## src/rtl/control_defs.sv

```systemverilog
// Shared control encodings for the multicycle core controller.
// Pure definitions: no logic, no latency.
// Not applicable: carries no flow control of its own.
package control_defs;

  // Controller states, one per multicycle step.
  typedef enum logic [3:0] {
    FETCH,
    DECODE,
    MEMADR,
    MEMREAD,
    MEMWB,
    MEMWRITE,
    EXECUTER,
    EXECUTEI,
    ALUWB,
    JAL,
    BEQ
  } fsm_state_e;

  // Opcode field values recognised by the decoder.
  localparam logic [6:0] OP_LW    = 7'b0000011;
  localparam logic [6:0] OP_SW    = 7'b0100011;
  localparam logic [6:0] OP_RTYPE = 7'b0110011;
  localparam logic [6:0] OP_ITYPE = 7'b0010011;
  localparam logic [6:0] OP_JAL   = 7'b1101111;
  localparam logic [6:0] OP_BEQ   = 7'b1100011;

  // ALU class handed to alu_control.
  typedef enum logic [1:0] {
    ALU_ADD   = 2'b00,
    ALU_SUB   = 2'b01,
    ALU_FUNCT = 2'b10
  } alu_sel_e;

  // ALU operand A select.
  typedef enum logic [1:0] {
    SRCA_PC    = 2'b00,
    SRCA_OLDPC = 2'b01,
    SRCA_RS1   = 2'b10
  } src_a_e;

  // ALU operand B select.
  typedef enum logic [1:0] {
    SRCB_RS2   = 2'b00,
    SRCB_IMM   = 2'b01,
    SRCB_FOUR  = 2'b10
  } src_b_e;

  // Result bus select.
  typedef enum logic [1:0] {
    RES_ALUOUT    = 2'b00,
    RES_MEMDATA   = 2'b01,
    RES_ALURESULT = 2'b10
  } result_e;

  // True for every opcode the decoder dispatches somewhere other than FETCH.
  function automatic logic is_legal_op(input logic [6:0] o);
    return (o == OP_LW) || (o == OP_SW) || (o == OP_RTYPE) ||
           (o == OP_ITYPE) || (o == OP_JAL) || (o == OP_BEQ);
  endfunction

endpackage

```

## src/rtl/main_fsm.sv

```systemverilog
// Multicycle controller: sequences fetch/decode/execute steps and decodes datapath controls per state.
// Latency: lw 5, sw/R/I/jal 4, beq 3 cycles with mem_ready held high.
// Backpressure: FETCH, MEMREAD and MEMWRITE hold while mem_ready is low.
module main_fsm
  import control_defs::*;
(
  input  logic       clk,
  input  logic       rst_n,
  input  logic [6:0] op,
  input  logic       zero,
  input  logic       mem_ready,
  output logic [1:0] alu_op,
  output logic [1:0] alu_src_a,
  output logic [1:0] alu_src_b,
  output logic [1:0] result_src,
  output logic       adr_src,
  output logic       ir_write,
  output logic       pc_write,
  output logic       mem_write,
  output logic       reg_write,
  output logic       instr_retired,
  output logic       illegal_instr
);

  fsm_state_e state, next_state;
  logic       run;

  // Unqualified per-state requests; run gates them onto the strobe outputs.
  logic ir_req, pc_update, branch, mem_req, reg_req, retire_req, illegal_req;

  // Run flag: low through reset and the first cycle after release, so no
  // strobe can fire while the surrounding logic is still coming out of reset.
  always_ff @(posedge clk or negedge rst_n) begin
    if (!rst_n) run <= 1'b0;
    else        run <= 1'b1;
  end

  // State register; reset lands in FETCH asynchronously, aborting any access.
  always_ff @(posedge clk or negedge rst_n) begin
    if (!rst_n) state <= FETCH;
    else        state <= next_state;
  end

  // Next-state logic; the machine idles in place until run is set.
  always_comb begin
    next_state = state;
    if (run) begin
      case (state)
        FETCH:    if (mem_ready) next_state = DECODE;
        DECODE: begin
          case (op)
            OP_LW, OP_SW: next_state = MEMADR;
            OP_RTYPE:     next_state = EXECUTER;
            OP_ITYPE:     next_state = EXECUTEI;
            OP_JAL:       next_state = JAL;
            OP_BEQ:       next_state = BEQ;
            default:      next_state = FETCH;
          endcase
        end
        MEMADR:   next_state = (op == OP_SW) ? MEMWRITE : MEMREAD;
        MEMREAD:  if (mem_ready) next_state = MEMWB;
        MEMWB:    next_state = FETCH;
        MEMWRITE: if (mem_ready) next_state = FETCH;
        EXECUTER, EXECUTEI, JAL: next_state = ALUWB;
        ALUWB, BEQ: next_state = FETCH;
        default:  next_state = FETCH;
      endcase
    end
  end

  // Per-state output decode; everything not named for a state stays 0.
  always_comb begin
    alu_op      = ALU_ADD;
    alu_src_a   = SRCA_PC;
    alu_src_b   = SRCB_RS2;
    result_src  = RES_ALUOUT;
    adr_src     = 1'b0;
    ir_req      = 1'b0;
    pc_update   = 1'b0;
    branch      = 1'b0;
    mem_req     = 1'b0;
    reg_req     = 1'b0;
    retire_req  = 1'b0;
    illegal_req = 1'b0;
    case (state)
      FETCH: begin
        alu_src_b  = SRCB_FOUR;
        result_src = RES_ALURESULT;
        ir_req     = mem_ready;
        pc_update  = mem_ready;
      end
      DECODE: begin
        alu_src_a   = SRCA_OLDPC;
        alu_src_b   = SRCB_IMM;
        illegal_req = !is_legal_op(op);
      end
      MEMADR: begin
        alu_src_a = SRCA_RS1;
        alu_src_b = SRCB_IMM;
      end
      MEMREAD:  adr_src = 1'b1;
      MEMWB: begin
        result_src = RES_MEMDATA;
        reg_req    = 1'b1;
        retire_req = 1'b1;
      end
      MEMWRITE: begin
        adr_src    = 1'b1;
        mem_req    = 1'b1;
        retire_req = mem_ready;
      end
      EXECUTER: begin
        alu_src_a = SRCA_RS1;
        alu_op    = ALU_FUNCT;
      end
      EXECUTEI: begin
        alu_src_a = SRCA_RS1;
        alu_src_b = SRCB_IMM;
        alu_op    = ALU_FUNCT;
      end
      ALUWB: begin
        reg_req    = 1'b1;
        retire_req = 1'b1;
      end
      JAL: begin
        alu_src_a = SRCA_OLDPC;
        alu_src_b = SRCB_FOUR;
        pc_update = 1'b1;
      end
      BEQ: begin
        alu_src_a  = SRCA_RS1;
        alu_op     = ALU_SUB;
        branch     = 1'b1;
        retire_req = 1'b1;
      end
      default: ;
    endcase
  end

  assign ir_write      = run & ir_req;
  assign pc_write      = run & (pc_update | (branch & zero));
  assign mem_write     = run & mem_req;
  assign reg_write     = run & reg_req;
  assign instr_retired = run & retire_req;
  assign illegal_instr = run & illegal_req;

endmodule

```

## config.mk

```make
export PLATFORM = sky130hd
export DESIGN_NAME = main_fsm
export DESIGN_NICKNAME = d
export VERILOG_FILES = /design/src/rtl/control_defs.sv /design/src/rtl/main_fsm.sv
export SDC_FILE = /design/constraint.sdc
export NUM_CORES = 1
export LEC_CHECK = 0
export CAP_MARGIN = 30
export CORE_MARGIN = 8
export CORE_UTILIZATION = 42
export CTS_BUF_LIST = sky130_fd_sc_hd__clkbuf_4 sky130_fd_sc_hd__clkbuf_8
export DETAILED_ROUTE_END_ITERATION = 8
export GPL_TIMING_DRIVEN = 1
export HOLD_SLACK_MARGIN = 0.1
export PLACE_DENSITY = 0.86
export SLEW_MARGIN = 20
export SYNTH_ARGS = -nofsm -noshare
export SYNTH_HDL_FRONTEND = slang
export SYNTH_SLANG_ARGS = --single-unit
```

## constraint.sdc

```tcl
create_clock -name clk -period 1.5 [get_ports clk]
set_input_delay 0.225 -clock clk [delete_from_list [all_inputs] [get_ports clk]]
set_output_delay 0.225 -clock clk [all_outputs]
set_load 0.02 [all_outputs]
```

==> results of run 1 <==
==> through the flow <==
stage                     worst slack (ps)  TNS [ps]
after floorplan                       -102      -159
after global placement                -616     -6350
after detailed placement              -657     -6830
after CTS                             -245     -1530
==> cells in the mapped netlist (all sizes together) <==
master	instances
nor3	4
or4	1
a221oi	1
nor4bb	1
a2111o	1
nor4b	3
nor3b	2
buf	3
a22o	1
xor2	3
dfrtp	5
nor2	6
nor4	2
and4	1
a21oi	7
o22ai	1
o2bb2ai	1
and4b	1
o21ai	1
xnor2	1
o21ba	1
o311ai	2
nand2b	1
nor2b	3
nand4bb	1
and2b	1
and3	3
conb	1
o31ai	1
inv	3
and2	2
a32oi	1
clkbuf	4
o21a	1
a2111oi	1
nand2	3
a22oi	1
==> timing repair <==
action | in CTS
setup buffers | 6
gates resized for setup | 112
setup endpoints to repair | 18
pin swaps | 6
==> kinds of logic after synthesis <==
| group | Yosys count | synth area share (%) |
|---|---|---|
| and+or+nand+nor | 35 | 37.5 |
| AOI/OAI and AO/OA | 21 | 25.9 |
| DFF | 5 | 21.4 |
| buffers and inverters | 10 | 8.56 |
| xor gates and xnor gates | 4 | 6.00 |
| other | 1 | 0.642 |
==> out/metrics.yaml, run 1 <==
status:
  outcome: "aborted with a tool error"
  failed_stage: "global routing (5_1_grt)"
  error_line: "[ERROR DPL-0038] Utilization greater than 100%, impossible to legalize"
synth:
  synth.top_cell.area_share_pct: 21.4
  syn_inst: 76
  yosysTopAreaCell: "dfrtp_1"
  ys_warn_count: 0
  synthesis.area_um2: 584
  ys_seq_area_share_pct: 21.4
  synth-seq-cells: 5
  synthTopCellsByArea: "dfrtp_1 21%, a21oi_1 6.0%, nor4b_1 4.5%"
  syn_nets: 87
  yosysUniqueCellTypes: 39
  syn_area_per_cell_um2: 7.69
grt:
  grt_start_max_net_pins: 13
placed_design:
  dp_hpwl_um: 1800
  gp_congestion: 0.856
  dp_cells: 140
  dpl_cell_area_um2: 1070
  port_buffers: 25
clocking:
  cts_max_level: 1
  clk_path_buf_depth: 2
  cts-root-buf: "clkbuf_4"
  postCtsHoldBufs: 0
  numCtsBuffers: 3
  cts_num_sinks: 5
timing:
  worst_endpoint_kind: "top-level output"
  worst_endpoint: "instr_retired"
die:
  io_pins: 26
  die_w_um: 53.3
  num_rows: 13
  start_util_pct: 44.9
  die_y_um: 53.3
==> run 2: changes to the inputs <==
==> config.mk (replaced) <==
export PLATFORM = sky130hd
export DESIGN_NAME = main_fsm
export DESIGN_NICKNAME = d
export VERILOG_FILES = /design/src/rtl/control_defs.sv /design/src/rtl/main_fsm.sv
export SDC_FILE = /design/constraint.sdc
export NUM_CORES = 1
export LEC_CHECK = 0
export CAP_MARGIN = 30
export CORE_AREA = 8 8 69 71
export DETAILED_ROUTE_END_ITERATION = 8
export DIE_AREA = 0 0 77 79
export GPL_TIMING_DRIVEN = 1
export PLACE_DENSITY_LB_ADDON = 0.15
export SLEW_MARGIN = 20
export SYNTH_ARGS = -nofsm -noshare
export SYNTH_HDL_FRONTEND = slang
export SYNTH_SLANG_ARGS = --single-unit
==> run 2 against run 1 <==
The flow now finishes, with violations (negative setup slack). Synthesized cell count did not move. Area after synthesis did not move.
==> out/metrics.yaml, run 2 <==
pwr:
  p_seq_share_pct: 13.9
  power.share.clock_pct: 18.2
  switching_share_pct: 38.9
  p_leak_nw: 0.653
  p_int_w: 0.000831
  p_per_area_nw_per_um2: 935
  combPwrFrac_pct: 67.9
  power_switching_w: 0.000528
  irDropWorstVdd_mv: 0.352
timing:
  clock.fmax_ghz: 0.589
  skew_ps: 0.502
  whs_ps: 230
  post-route-min-period_ps: 1700
  rsz0062_at_grt: "true"
  slew_viol_final: 0
  post-route-period-util_pct: 113
  hold_violations: 0
  setup_ws_ps: -197
  setup_violations: 16
drt:
  vias_per_cell: 4.36
  drt_pass1_iterations: 4
  drc: 0
  drt_iter0_drc: 28
  drt-total-wl_um: 2640
  ant_nets: 0
  wl_per_cell_um: 14.2
  num_vias: 811
clocking:
  postCtsHoldBufs: 0
  numCtsBuffers: 3
  cts-root-buf: "clkbuf_8"
  cts_tree: "done"
  clk_path_buf_depth: 2
  cts_max_level: 1
  cts_num_sinks: 5
  clk_latency_ps: 220
  clkTransAtPathRegs_ps: 40
final_layout:
  nFillCells: 386
  top_regs: "state (4), run (1)"
  multiInputGateArea_um2: 604
  instances_no_fill: 186
  final_common_cell: "buf_4"
  most-common-layout-cells: "31 x buf_4, 18 x buf_6, 6 x clkdlybuf4s50_1"
  largest_reg_flops: 4
  design_area_um2: 1450
  regArea_um2: 130
  drive_gt1_share_pct: 67.6
  antenna_cells: 0
  final_nets: 148
  largest-register: "state"
  area_growth_pct: 149
critical_path:
  cp_max_fo: 5
  path_class: "reg2out"
  critPathMaxStageDelay_ps: 430
  crit_chain: "and2b_2 -> a21oi_2 -> a2111oi_2 -> buf_2"
  cpMaxStageDelayCell: "dfrtp_2"
  critPathBufInv: 1
  critical-path-top-delay-family: "flip-flops"
  worst_setup_path_end_kind: "output pin"
  crit_path_start_kind: "flip-flop"
  arrival_ps: 1470
  critPathRequiredTime_ps: 1270
die:
  die_y_um: 79
  start_util_pct: 15.4
  die_w_um: 77
  num_rows: 23
  die-area_um2: 6080
  io_pins: 26
  coreArea_um2: 3800
synth:
  synth-main-ff-cell: "dfrtp_1"
  synthTopCellsByCount: "7 x a21oi_1, 6 x nor2_1, 5 x dfrtp_1, 4 x clkbuf_1, 4 x nor3_1"
  yosysUniqueCellTypes: 39
  synthArstFlopShare_pct: 100
  yosysTopAreaCell: "dfrtp_1"
  synthTopCellsByArea: "dfrtp_1 21%, a21oi_1 6.0%, nor4b_1 4.5%"
  ys_seq_area_share_pct: 21.4
  syn_nets: 87
  syn_inst: 76
  synth_edf_count: 0
  synth.top_cell.area_share_pct: 21.4
  ys_warn_count: 0
  synthesis.area_um2: 584
  syn_area_per_cell_um2: 7.69
  post-synth-top-count-cell: "a21oi_1"
  synth-seq-cells: 5
min_path:
  hp-class: "in2async"
placed_design:
  dp_cells: 173
  port_buffers: 25
  dp_hpwl_um: 1820
  preCtsSetupSlack_ps: -659
  dpl_cell_area_um2: 1100
  gp_congestion: 0.728
grt:
  grt_pass1_wl_um: 3820
  grt_usage_pct: 7.67
  grt_overflow: 0
  grt_start_max_net_pins: 14
  grt_antenna_before_repair: 0
  grt_pass1_vias: 815
status:
  outcome: "finished, violations left"
  violations: "negative setup slack"
flow_run:
  drv_cap: 0
[run 2: cell counts after synthesis]
No cell type changed its count.
[run 2: logic make-up (layout without fill, tap and decap cells)]
family	after synthesis	after routing	share of synthesized area (%)
simple gates	35	35	37.5
compound gates	21	21	25.9
flops	5	5	21.4
buf+inv	10	70	8.56
other cells	1	1	0.642
xor+xnor	4	4	6.00
[run 2: routing by layer]
metal  routed length (um)  part of all wire, %  GRT usage, %  vias up
met5                    0                    0             0        -
met3                  109                  4.1          3.27        4
met2                 1420                   54          13.0       12
met1                 1080                   41          8.80      388
li1                     -                    -             -      407
met4                   27                  1.0          1.70        0
[run 2: layout make-up]
type | instances | area share, %
inverter | 3 | 1.12
clock buffer | 3 | 2.84
sequential | 5 | 8.96
tap | 50 | 4.31
timing repair buffer | 63 | 40.8
clock inverter | 1 | 0.345
multi-input combinational | 61 | 41.6
[run 2: path summary, 6_finish.rpt]
path                                           start                    to  slack, ps  cells past startpoint
worst max-delay path            state[1]$_DFFE_PN0P_              pc_write       -200                      4
worst min-delay path                           rst_n         run$_DFF_PN0_        230                      1
worst max register to register  state[2]$_DFFE_PN0P_  state[1]$_DFFE_PN0P_       -180                      6
worst min register to register         run$_DFF_PN0_  state[2]$_DFFE_PN0P_        780                      3
max in group asynchronous                      rst_n  state[1]$_DFFE_PN0P_       1060                      1
min in group clk                               op[5]  state[0]$_DFFE_PN0P_        610                      5
[run 2: through the flow]
step                util (%)  power (W)  setup TNS (ps)
floorplan                  -   0.000514            -159
global placement        29.0   0.000849           -7060
detailed placement      29.0   0.000838           -6930
CTS                     31.1    0.00111           -1340
global route            38.2    0.00145           -2370
finish                  38.2    0.00136           -1340
[run 2: timing repair]
action                     CTS  global route
setup endpoints to repair   18            19
resized for setup           96            53
pin swaps                    5            15
buffers inserted             1             8
cloned                       0             1
[run 2: power groups by stage]
| stage | combinational (W) | clock (W) | sequential, W |
|---|---|---|---|
| after floorplan | 0.000346 | 0 | 0.000168 |
| after global placement | 0.000671 | 0 | 0.000178 |
| after detailed placement | 0.000662 | 0 | 0.000176 |
| after CTS | 0.000683 | 0.000253 | 0.000178 |
| after global routing | 0.000978 | 0.000276 | 0.000191 |
| final | 0.000922 | 0.000248 | 0.000188 |
(Power assumes the default switching activity.)
==> run 3: changes to the inputs <==
--- a/config.mk
+++ b/config.mk
@@ -11,6 +11,7 @@
 export DIE_AREA = 0 0 77 79
 export GPL_TIMING_DRIVEN = 1
 export PLACE_DENSITY_LB_ADDON = 0.15
+export SETUP_SLACK_MARGIN = 0.3
 export SLEW_MARGIN = 20
 export SYNTH_ARGS = -nofsm -noshare
 export SYNTH_HDL_FRONTEND = slang
==> run 3 against run 2 <==
The run still ends with negative setup slack left. Register-to-register slack improved by 60 ps. Clock skew up 1.6 ps. Via count up 5.8%. Global-route usage is 1.4 points higher. Critical path depth stayed put. Hold slack barely moved. Sequential cell count did not move. Count of clock-buffer cells in the layout increased by 1. Die area stayed put. Largest cell class unchanged.
==> out/metrics.yaml, run 3 (synthesis gave the netlist of run 2 again) <==
timing:
  slew_viol_final: 0
  tns_ps: -1600
  setup_ws_ps: -193
  post-route-period-util_pct: 113
  clock.fmax_ghz: 0.591
  setup_violations: 17
  rsz0062_at_grt: "true"
  post-route-min-period_ps: 1690
  hold_violations: 0
  skew_ps: 2.14
pwr:
  p_seq_share_pct: 14.0
  p_leak_nw: 0.690
  p_per_area_nw_per_um2: 864
  irDropWorstVdd_mv: 0.262
  power_switching_w: 0.000533
  power.share.clock_pct: 17.7
  finalPower_w: 0.00137
  p_int_w: 0.000834
  switching_share_pct: 39.0
  combPwrFrac_pct: 68.3
drt:
  drt_iter0_drc: 14
  wl_per_cell_um: 13.9
  wl_met1_um: 1120
  dr_wl_met3_um: 131
  drt-total-wl_um: 2720
  ant_nets: 0
  wl_met2_um: 1470
  top_layer_used: "met3"
  drc: 0
  num_vias: 858
  vias_per_cell: 4.38
  drt_pass1_iterations: 2
die:
  die_y_um: 79
  die-area_um2: 6080
  io_pins: 26
  num_rows: 23
  start_util_pct: 15.4
  coreArea_um2: 3800
  die_w_um: 77
grt:
  grt_pass1_wl_um: 4570
  grt_start_max_net_pins: 12
  grt_antenna_before_repair: 0
  grt_overflow: 0
  grt_pass1_vias: 959
  grt_usage_pct: 9.03
final_layout:
  antenna_cells: 0
  drive_gt1_share_pct: 71.2
  top_regs: "state (4), run (1)"
  final_nets: 158
  multiInputGateArea_um2: 666
  final_common_cell: "buf_4"
  regArea_um2: 130
  area_growth_pct: 171
  largest-register: "state"
  nFillCells: 396
  most-common-layout-cells: "39 x buf_4, 24 x buf_6, 6 x clkdlybuf4s50_1"
  largest_reg_flops: 4
placed_design:
  port_buffers: 25
  gp_congestion: 0.697
  dp_hpwl_um: 1970
critical_path:
  r2r_cells: 6
  r2r-start: "state[2]$_DFFE_PN0P_"
  path_class: "reg2out"
  arrival_ps: 1470
  cp_max_fo: 5
  critPathMaxStageDelay_ps: 430
  crit_path_start_kind: "flip-flop"
  worst_setup_path_end_kind: "output pin"
  r2r_setup_slack_ps: -120
  crit_chain: "and2b_2 -> and3_4 -> nor3b_4 -> buf_6"
  cpMaxStageDelayCell: "dfrtp_2"
  critPathRequiredTime_ps: 1270
  r2r_end: "state[1]$_DFFE_PN0P_"
clocking:
  clk_latency_ps: 220
  cts-root-buf: "clkbuf_8"
  cts_max_level: 1
  clk_path_buf_depth: 2
  numCtsBuffers: 3
  clkTransAtPathRegs_ps: 30
  postCtsHoldBufs: 0
  cts_tree: "done"
  cts_num_sinks: 5
min_path:
  hp-class: "in2async"
flow_run:
  drv_cap: 0
status:
  outcome: "finished, violations left"
  violations: "negative setup slack"
## run 3: layout make-up
cell class	count	share of cell area, %
flip-flops and latches	5	8.22
well taps	50	3.95
inverters	3	0.870
multi-input cells	61	42.1
repair buffers	73	42.1
clock buffers	4	2.85
## run 3: power by group through the flow
stage               clock [W]  combinational [W]  sequential, W
floorplan                   0           0.000437       0.000170
global placement            0           0.000760       0.000185
finish               0.000242           0.000934       0.000191
global route         0.000267           0.000999       0.000194
CTS                  0.000252           0.000857       0.000187
detailed placement          0           0.000765       0.000183
## run 3: worst max-delay path: cells and delay by family, from the launching register on
kind | cells | cell delay [ps]
simple gates | 3 | 680
buf+inv | 1 | 140
flops | 1 | 430
## run 3: worst max-delay path by stage
stage                    startpoint            end  slack (ps)  cells past startpoint
2_1_floorplan  state[1]$_DFFE_PN0P_       pc_write          90                      4
3_3_place_gp                  op[3]  illegal_instr        -610                      6
3_5_place_dp                  op[3]  illegal_instr        -650                      6
4_1_cts        state[1]$_DFFE_PN0P_       pc_write        -190                      4
5_1_grt        state[1]$_DFFE_PN0P_  illegal_instr        -250                      4
6_report       state[1]$_DFFE_PN0P_  illegal_instr        -190                      4
## run 3: repair_timing
action | CTS | global route
gates resized for setup | 116 | 22
setup buffers | 8 | 3
setup endpoints to repair | 19 | 19
pin swaps | 15 | 10
gates cloned | 0 | 0
## run 3: per-stage QoR
stage / instance area (um^2) / instances / setup slack (ps) / hold slack (ps) / util [%]
after CTS: 1460 / 193 / -190 / 232 / 38.3
final: 1580 / 196 / -193 / 230 / 41.7
after global routing: 1580 / 196 / -253 / 239 / 41.7
after floorplan: 727 / 76 / 85.5 / -70.6 / -
after detailed placement: 1240 / 181 / -649 / 462 / 32.6
after global placement: 1240 / 181 / -611 / 457 / 32.6
## run 3: routing by layer
metal,vias up,track usage [%]
met2,17,16.9
li1,425,-
met3,0,2.82
met1,416,9.83
met4,0,1.70
met5,-,0
